<file path="config.mk">
export PLATFORM = sky130hd
export DESIGN_NAME = alu_control_sequencer
export DESIGN_NICKNAME = d
export VERILOG_FILES = /design/src/rtl/cpu_ctrl_pkg.sv /design/src/rtl/reg_select_decoder.sv /design/src/rtl/alu_control_sequencer.sv
export SDC_FILE = /design/constraint.sdc
export NUM_CORES = 1
export LEC_CHECK = 0
export BUFFER_PORTS_ARGS = -buffer_cell sky130_fd_sc_hd__buf_2
export CORE_UTILIZATION = 40
export CTS_BUF_LIST = sky130_fd_sc_hd__clkbuf_8
export DETAILED_ROUTE_END_ITERATION = 12
export PLACE_DENSITY = 0.82
export SLEW_MARGIN = 10
export SYNTH_ARGS = -nofsm -noshare
export SYNTH_HDL_FRONTEND = slang
export SYNTH_HIERARCHICAL = 1
export SYNTH_SLANG_ARGS = --single-unit
</file>
<file path="constraint.sdc">
create_clock -name Clock -period 2.9 [get_ports Clock]
set_input_delay 0.145 -clock Clock [delete_from_list [all_inputs] [get_ports Clock]]
set_output_delay 0.145 -clock Clock [all_outputs]
set_load 0.005 [all_outputs]
</file>
<file path="src/rtl/cpu_ctrl_pkg.sv">
// Shared types and constants for the hardwired ALU control sequencer.
// Covers step states, opcode values, IR field positions and opcode classification.
package cpu_ctrl_pkg;

  typedef enum logic [3:0] {
    StRst,
    StT0,
    StT1,
    StT2,
    StT3,
    StT4,
    StT5,
    StT6,
    StHalt
  } state_e;

  typedef enum logic [1:0] {
    ClsBinary,
    ClsUnary,
    ClsHalt,
    ClsIllegal
  } op_class_e;

  localparam int unsigned OpFieldW  = 5;
  localparam int unsigned RegFieldW = 4;

  localparam int unsigned OpLsb = 27;
  localparam int unsigned RaLsb = 23;
  localparam int unsigned RbLsb = 19;
  localparam int unsigned RcLsb = 15;

  localparam logic [OpFieldW-1:0] OpAdd  = 5'b00011;
  localparam logic [OpFieldW-1:0] OpSub  = 5'b00100;
  localparam logic [OpFieldW-1:0] OpAnd  = 5'b00101;
  localparam logic [OpFieldW-1:0] OpOr   = 5'b00110;
  localparam logic [OpFieldW-1:0] OpShr  = 5'b00111;
  localparam logic [OpFieldW-1:0] OpShra = 5'b01000;
  localparam logic [OpFieldW-1:0] OpShl  = 5'b01001;
  localparam logic [OpFieldW-1:0] OpRor  = 5'b01010;
  localparam logic [OpFieldW-1:0] OpRol  = 5'b01011;
  localparam logic [OpFieldW-1:0] OpMul  = 5'b01111;
  localparam logic [OpFieldW-1:0] OpDiv  = 5'b10000;
  localparam logic [OpFieldW-1:0] OpNeg  = 5'b10001;
  localparam logic [OpFieldW-1:0] OpNot  = 5'b10010;
  localparam logic [OpFieldW-1:0] OpHalt = 5'b11011;

  function automatic op_class_e op_class(input logic [OpFieldW-1:0] op);
    case (op)
      OpAdd, OpSub, OpAnd, OpOr, OpShr, OpShra, OpShl, OpRor, OpRol, OpMul, OpDiv:
        op_class = ClsBinary;
      OpNeg, OpNot: op_class = ClsUnary;
      OpHalt:       op_class = ClsHalt;
      default:      op_class = ClsIllegal;
    endcase
  endfunction

endpackage

</file>
<file path="src/rtl/reg_select_decoder.sv">
// Turns the Ra/Rb/Rc register fields into one-hot load and bus-drive enables.
// Rout drives either Rb or Rc; Rin always targets Ra.
module reg_select_decoder
  import cpu_ctrl_pkg::*;
#(
  parameter int unsigned NUM_REGS = 16
) (
  input  logic [RegFieldW-1:0] ra_i,
  input  logic [RegFieldW-1:0] rb_i,
  input  logic [RegFieldW-1:0] rc_i,
  input  logic                 rout_sel_rc_i,
  input  logic                 rin_en_i,
  input  logic                 rout_en_i,
  output logic [NUM_REGS-1:0]  rin_o,
  output logic [NUM_REGS-1:0]  rout_o
);

  logic [RegFieldW-1:0] rout_idx;

  assign rout_idx = rout_sel_rc_i ? rc_i : rb_i;
  assign rin_o    = rin_en_i  ? (NUM_REGS'(1) << ra_i)     : '0;
  assign rout_o   = rout_en_i ? (NUM_REGS'(1) << rout_idx) : '0;

endmodule

</file>
<file path="src/rtl/alu_control_sequencer.sv">
// Hardwired fetch/execute step sequencer for register-format ALU instructions.
// Strobes are decoded combinationally from the step register, IR and Stall.
module alu_control_sequencer
  import cpu_ctrl_pkg::*;
#(
  parameter int unsigned NUM_REGS = 16,
  parameter int unsigned OP_W     = 5
) (
  input  logic                Clock,
  input  logic                Reset_n,
  input  logic [31:0]         IR,
  input  logic                Stall,
  output logic                PCout,
  output logic                MARin,
  output logic                IncPC,
  output logic                Zin,
  output logic                PCin,
  output logic                Read,
  output logic                MDRin,
  output logic                MDRout,
  output logic                IRin,
  output logic                Yin,
  output logic                Zlowout,
  output logic                ZHighout,
  output logic                LOin,
  output logic                HIin,
  output logic [NUM_REGS-1:0] Rin,
  output logic [NUM_REGS-1:0] Rout,
  output logic [OP_W-1:0]     operation,
  output logic                Run,
  output logic                Illegal
);

  state_e                state_q, state_d;
  logic [OpFieldW-1:0]   opcode;
  op_class_e             op_cls;
  logic                  is_muldiv;
  logic                  rin_en, rout_en, rout_sel_rc;
  logic                  unused_ir;

  assign opcode    = IR[OpLsb +: OpFieldW];
  assign op_cls    = op_class(opcode);
  assign is_muldiv = (opcode == OpMul) || (opcode == OpDiv);
  assign unused_ir = ^IR[RcLsb-1:0];

  always_comb begin
    state_d = state_q;
    unique case (state_q)
      StRst:  state_d = StT0;
      StHalt: state_d = StHalt;
      StT0:   if (!Stall) state_d = StT1;
      StT1:   if (!Stall) state_d = StT2;
      StT2:   if (!Stall) state_d = StT3;
      StT3: begin
        if (!Stall) begin
          unique case (op_cls)
            ClsHalt:    state_d = StHalt;
            ClsIllegal: state_d = StT0;
            default:    state_d = StT4;
          endcase
        end
      end
      StT4:   if (!Stall) state_d = StT5;
      StT5:   if (!Stall) state_d = is_muldiv ? StT6 : StT0;
      StT6:   if (!Stall) state_d = StT0;
      default: state_d = StRst;
    endcase
  end

  always_ff @(posedge Clock or negedge Reset_n) begin
    if (!Reset_n) begin
      state_q <= StRst;
    end else begin
      state_q <= state_d;
    end
  end

  always_comb begin
    PCout       = 1'b0;
    MARin       = 1'b0;
    IncPC       = 1'b0;
    Zin         = 1'b0;
    PCin        = 1'b0;
    Read        = 1'b0;
    MDRin       = 1'b0;
    MDRout      = 1'b0;
    IRin        = 1'b0;
    Yin         = 1'b0;
    Zlowout     = 1'b0;
    ZHighout    = 1'b0;
    LOin        = 1'b0;
    HIin        = 1'b0;
    operation   = '0;
    Run         = 1'b0;
    Illegal     = 1'b0;
    rin_en      = 1'b0;
    rout_en     = 1'b0;
    rout_sel_rc = 1'b0;
    // A stalled step is a bubble: nothing at all is driven for that cycle.
    if (!Stall) begin
      unique case (state_q)
        StT0: begin
          Run = 1'b1; PCout = 1'b1; MARin = 1'b1; IncPC = 1'b1; Zin = 1'b1;
        end
        StT1: begin
          Run = 1'b1; Zlowout = 1'b1; PCin = 1'b1; Read = 1'b1; MDRin = 1'b1;
        end
        StT2: begin
          Run = 1'b1; MDRout = 1'b1; IRin = 1'b1;
        end
        StT3: begin
          Run     = 1'b1;
          Yin     = (op_cls == ClsBinary) || (op_cls == ClsUnary);
          rout_en = (op_cls == ClsBinary);
          Illegal = (op_cls == ClsIllegal);
        end
        StT4: begin
          Run         = 1'b1;
          Zin         = 1'b1;
          rout_en     = 1'b1;
          rout_sel_rc = (op_cls == ClsBinary);
          operation   = OP_W'(opcode);
        end
        StT5: begin
          Run     = 1'b1;
          Zlowout = 1'b1;
          LOin    = is_muldiv;
          rin_en  = !is_muldiv;
        end
        StT6: begin
          Run = 1'b1; ZHighout = 1'b1; HIin = 1'b1;
        end
        default: ;
      endcase
    end
  end

  reg_select_decoder #(
    .NUM_REGS(NUM_REGS)
  ) u_reg_select_decoder (
    .ra_i         (IR[RaLsb +: RegFieldW]),
    .rb_i         (IR[RbLsb +: RegFieldW]),
    .rc_i         (IR[RcLsb +: RegFieldW]),
    .rout_sel_rc_i(rout_sel_rc),
    .rin_en_i     (rin_en),
    .rout_en_i    (rout_en),
    .rin_o        (Rin),
    .rout_o       (Rout)
  );

endmodule

</file>
==> flow_summary.yaml, run 1 <==
synthesis:
  ys_warn_count: 6
  seq_area_frac_synth_pct: 9.59
  syn_nets: 181
  yosys.area.top_type_share_pct: 9.59
  synth_async_sr_flop_share_pct: 100
  synth.distinct_cells: 40
  netlist_instances: 146
  synth_flop_cell: "dfrtp_1"
  ys_seq_elements: 4
  netlist_top_cells_area: "dfrtp_1, nor2_1, a211oi_1, a22oi_1, buf_4"
  netlist_area_sq_mm: 0.00104
  yosysTopAreaCell: "dfrtp_1"
  synth_edf_count: 0
  postSynthAreaPerCell_sq_um: 7.15
clock_tree:
  cts_resized: 0
  cts-buffers-inserted: 3
  clock_sinks: 4
  clk_latency_ps: 220
  postCtsSetupBuffers: 0
  cts_hold_buf: 1
  clk_pin_slew_ps: 30
  clk_path_buf_depth: 2
  cts_tree: "done"
  htree_levels: 1
  cts_root_buffer: "clkbuf_8"
power:
  p_switching_mw: 0.262
  seqPwrFrac_pct: 25.1
  p_clk_share_pct: 20.1
  ir_drop_mv: 0.322
  power_leakage_nw: 0.703
  p_comb_share_pct: 54.8
  power.internal_mw: 0.318
  sw_frac_of_total_pct: 45.1
  power_density_mw_per_mm2: 403
cells_and_area:
  fillers: 247
  area_growth_pct: 38.0
  num_antenna_cells: 0
  top_regs: "state_q x4"
  drive_gt1_share_pct: 41.8
  nets: 250
  largest_reg_flops: 4
  top_register: "state_q"
floorplanning:
  chipHeight_um: 53.1
  die_area_sq_mm: 0.00282
  core_area_sq_mm: 0.00248
  die_w_um: 53.1
  rows: 18
  start_util_pct: 42.1
  boundaryPins: 88
detailed_routing:
  routedWlPerCell_um: 12.5
  post_drt_via_cell_ratio: 5.72
  detail-route-antenna-nets: 0
  drtIter0Drc: 53
  vias: 1390
  dr.pass1.iters: 5
  drc_errors: 0
  wl_um: 3030
global_route:
  antenna_found_initial: 0
  grt.overflow.total: 0
  grt_usage_pct: 22.7
  grt_pass1_vias: 1128
  grt_max_degree: 20
  grt_pass1_wl_um: 4690
sta:
  fin_worst_skew_ps: 2.22
  fin_crit_ps: 2630
  max_freq_mhz: 381
  hold_viol: 0
  tightest_slew_ps: 524
  finalMaxSlewViolations: 0
  finalWorstSetupSlack_ps: 274
  fin_crit_sh_pct: 90.6
  report.final.setup_viol: 0
  fin_tns_setup_ps: 0
  grt_setup_unrepaired: "no"
  slew_headroom_pct: 65.0
worst_hold_path:
  min_path_type: "in -> async"
setup_path:
  worstSetupPathType: "reg -> out"
  endpoint_kind: "primary output"
  cp.arrival_ps: 2480
  cp_data_required_time_ps: 2760
  cp_max_fo: 11
  critPathLaunchType: "register"
  ff2ff_setup_slack_ps: 1530
placed_design:
  dp_hpwl_um: 2330
  dp_slack_ps: 437
  io_buffers: 72
  routabilityCongestion: 0.778
flow_run:
  cap_violations: 0
run_status:
  status: "completed"
-- synthesized netlist by cell type (2+ instances only) --
master     count
or4b_1         2
and3_1         4
a211oi_1       8
nand3_1        4
a22oi_1        8
inv_1          3
nand3b_1       7
clkbuf_1       5
nor3b_1        2
nor3_1         7
or3b_2         3
nand4b_1       5
o21ai_0        4
or4b_4         2
a21oi_1        6
nand4bb_1      4
nand2_1        8
nand2b_1       5
or4bb_1        3
buf_4          7
nor4_1         2
dfrtp_1        4
or3_1          3
nor2_1        23
nor2b_1        2
-- worst max-delay path: stages, from the launching register on --
cell,delay [ps]
dfrtp_1,490
nor4b_2,330
nand2_1,130
nor2_1,380
buf_4,230
or4bb_1,420
a22oi_1,150
buf_2,140
-- layout make-up --
cell class	count	area [sq um]	share of cell area [%]
inverters	3	11.3	0.782
multi-input cells	126	850	59.0
clock buffers	3	41.3	2.87
flip-flops and latches	4	100	6.95
well taps	30	37.5	2.61
repair buffers	77	400	27.8
-- path summary, 6_finish.rpt --
check | to | cells past startpoint | startpoint
hold / removal | state_q[2]$_DFFE_PN0P_ | 2 | Reset_n
max in group asynchronous | state_q[3]$_DFFE_PN0P_ | 2 | Reset_n
setup reg to reg | state_q[2]$_DFFE_PN0P_ | 4 | state_q[2]$_DFFE_PN0P_
setup / recovery | Rout[1] | 7 | state_q[1]$_DFFE_PN0P_
hold reg to reg | state_q[0]$_DFFE_PN0P_ | 1 | state_q[3]$_DFFE_PN0P_
min in group Clock | state_q[0]$_DFFE_PN0P_ | 2 | Stall
-- layer usage --
metal / up-vias / part of all wire, % / global-route usage (%)
met4: 0 / 1.9 / 11.8
li1: 691 / - / -
met1: 627 / 46 / 28.0
met5: - / 0 / 0
met2: 66 / 46 / 38.2
met3: 6 / 6.5 / 2.59
-- per-stage QoR --
step / area, sq um / total power, mW / util (%) / hold slack, ps / instances
6_report: 1440 / 0.580 / 58.1 / 251 / 243
2_1_floorplan: 1040 / 0.362 / - / -151 / 146
4_1_cts: 1440 / 0.581 / 58.1 / 252 / 243
3_3_place_gp: 1390 / 0.456 / 56.1 / -51.8 / 239
3_5_place_dp: 1390 / 0.460 / 56.1 / -51.4 / 239
5_1_grt: 1440 / 0.627 / 58.1 / 266 / 243
-- power by group through the flow --
stage / combinational [mW] / sequential [mW] / clock [mW]
4_1_cts: 0.318 / 0.144 / 0.119
6_report: 0.318 / 0.146 / 0.117
5_1_grt: 0.356 / 0.151 / 0.120
3_3_place_gp: 0.311 / 0.145 / 0
3_5_place_dp: 0.316 / 0.144 / 0
2_1_floorplan: 0.270 / 0.0917 / 0
-- cell usage in the layout (no fill, tap or decap), types with 4 or more instances in the layout --
cell type	Yosys	final
nor3_1	7	7
a21oi_1	6	6
nand4b_1	5	5
buf_4	7	4
o21ai_0	4	4
nand3b_1	7	7
nand2_1	8	8
and3_1	4	4
dfrtp_1	4	4
buf_2	0	72
nor2_1	23	23
a22oi_1	8	8
nand3_1	4	4
a211oi_1	8	8
nand2b_1	5	5
nand4bb_1	4	4
-- logic make-up (layout without fill, tap and decap cells) --
family          after synthesis  in the layout  synth area share (%)
compound gates               32             32                  22.3
buf+inv                      16             83                  8.99
flops                         4              4                  9.59
mux                           2              2                  2.04
simple gates                 92             92                  57.1
Note: power is estimated with default switching activity, not from simulation.
==> inputs of run 2 (changes only) <==
--- a/config.mk
+++ b/config.mk
@@ -10,6 +10,7 @@
 export CTS_BUF_LIST = sky130_fd_sc_hd__clkbuf_8
 export DETAILED_ROUTE_END_ITERATION = 12
 export PLACE_DENSITY = 0.82
+export RECOVER_POWER = 50
 export SLEW_MARGIN = 10
 export SYNTH_ARGS = -nofsm -noshare
 export SYNTH_HDL_FRONTEND = slang
==> flow_summary.yaml, run 2 (synthesis results as in run 1) <==
floorplanning:
  die_area_sq_mm: 0.00282
  rows: 18
  start_util_pct: 42.1
  boundaryPins: 88
  chipHeight_um: 53.1
  core_area_sq_mm: 0.00248
  die_w_um: 53.1
detailed_routing:
  dr.pass1.iters: 5
  drtIter0Drc: 57
  wl_um: 3070
  post_drt_via_cell_ratio: 5.74
  detail-route-antenna-nets: 0
  drc_errors: 0
  vias: 1394
  routedWlPerCell_um: 12.6
sta:
  grt_setup_unrepaired: "no"
  whs_ps: 272
  hold_viol: 0
  fin_crit_ps: 2610
  fin_worst_skew_ps: 2.11
  finalMaxSlewViolations: 0
  tightest_slew_ps: 509
  report.final.setup_viol: 0
  slew_headroom_pct: 66.0
  fin_crit_sh_pct: 90.1
  fin_tns_setup_ps: 0
  max_freq_mhz: 383
clock_tree:
  cts_tree: "done"
  clk_pin_slew_ps: 30
  cts-buffers-inserted: 3
  postCtsSetupBuffers: 0
  cts_root_buffer: "clkbuf_8"
  clock_sinks: 4
  clk_latency_ps: 220
  clk_path_buf_depth: 2
  htree_levels: 1
placed_design:
  io_buffers: 72
  dpl_cell_area_sq_mm: 0.00139
  dp_hpwl_um: 2330
  routabilityCongestion: 0.778
setup_path:
  cp_data_required_time_ps: 2760
  cp_max_fo: 11
  max_stage_delay_ps: 480
  endpoint_kind: "primary output"
  critPathLaunchType: "register"
  cp.arrival_ps: 2470
  worstSetupPathType: "reg -> out"
  slowest_stage: "dfrtp_1"
  cp_cell_sequence: "nor4b_2, nand2_1, nor2_1, buf_4, or4bb_1, a22oi_1, buf_2"
flow_run:
  cap_violations: 0
cells_and_area:
  largest_reg_flops: 4
  top_register: "state_q"
  drive_gt1_share_pct: 32.9
  nets: 250
  top_regs: "state_q x4"
  layout_common_cells: "buf_2, nor2_1, clkbuf_1, a211oi_1"
  num_antenna_cells: 0
  fillers: 257
  area_growth_pct: 35.1
  fin_area_sq_mm: 0.00141
  final_common_cell: "buf_2"
global_route:
  antenna_found_initial: 0
  grt_usage_pct: 22.7
  grt_max_degree: 20
  grt_pass1_wl_um: 4690
  grt_pass1_vias: 1128
  grt.overflow.total: 0
power:
  power_leakage_nw: 0.626
  power_density_mw_per_mm2: 400
  ir_drop_mv: 0.306
run_status:
  status: "completed"
worst_hold_path:
  min_path_type: "in -> reg"
## run 2: cell types whose count changed in the layout (fill, tap and decap cells not counted)
cell,previous run,this run
a211oi_1,8,9
a211oi_2,1,0
buf_2,72,53
buf_4,4,3
clkbuf_1,0,18
clkbuf_2,0,2
## run 2: metrics by stage
stage / total power [mW] / util (%) / std cells / worst slack, ps
3_3_place_gp: 0.456 / 56.1 / 239 / 449
5_1_grt: 0.611 / 56.9 / 243 / 55.8
3_5_place_dp: 0.460 / 56.1 / 239 / 437
4_1_cts: 0.581 / 58.1 / 243 / 291
2_1_floorplan: 0.362 / - / 146 / 590
6_report: 0.564 / 56.9 / 243 / 286
## run 2: layout make-up
type,instances,area [sq um],area share (%)
clock buffer,3,41.3,2.93
inverter,3,11.3,0.799
multi-input combinational,126,845,59.9
sequential,4,100,7.10
tap,30,37.5,2.66
timing repair buffer,77,375,26.6
## run 2: critical path, delay by kind of cell (launching register included)
family	cells	cell delay, ps
buffers and inverters	2	370
AND/OR/NAND/NOR	4	1260
AO/OA/AOI/OAI	1	150
flip-flops	1	480
## run 2: power breakdown
group | internal (mW) | switching (mW) | total (mW)
registers | 0.0771 | 0.0668 | 0.144
logic | 0.138 | 0.166 | 0.303
clock network | 0.0884 | 0.0279 | 0.116
## run 2: layer usage
layer	wire length (um)	vias to the layer above	GRT usage (%)
li1	-	693	-
met2	1400	66	38.2
met4	57	0	11.8
met3	221	6	2.59
met1	1380	629	28.0
met5	0	-	0
## run 2: repair_timing
item | in CTS | in global routing
gates resized for setup | 0 | 0
hold buffers | 1 | 0
endpoints found under the hold margin | 4 | 0
## run 2: final timing paths
check | startpoint | end | slack (ps) | cells after the start
worst max register to register | state_q[2]$_DFFE_PN0P_ | state_q[2]$_DFFE_PN0P_ | 1540 | 4
min in group asynchronous | Reset_n | state_q[2]$_DFFE_PN0P_ | 280 | 2
worst min register to register | state_q[3]$_DFFE_PN0P_ | state_q[0]$_DFFE_PN0P_ | 670 | 1
worst max-delay path | state_q[1]$_DFFE_PN0P_ | Rout[1] | 290 | 7
max in group asynchronous | Reset_n | state_q[3]$_DFFE_PN0P_ | 2450 | 2
worst min-delay path | Stall | state_q[0]$_DFFE_PN0P_ | 270 | 2
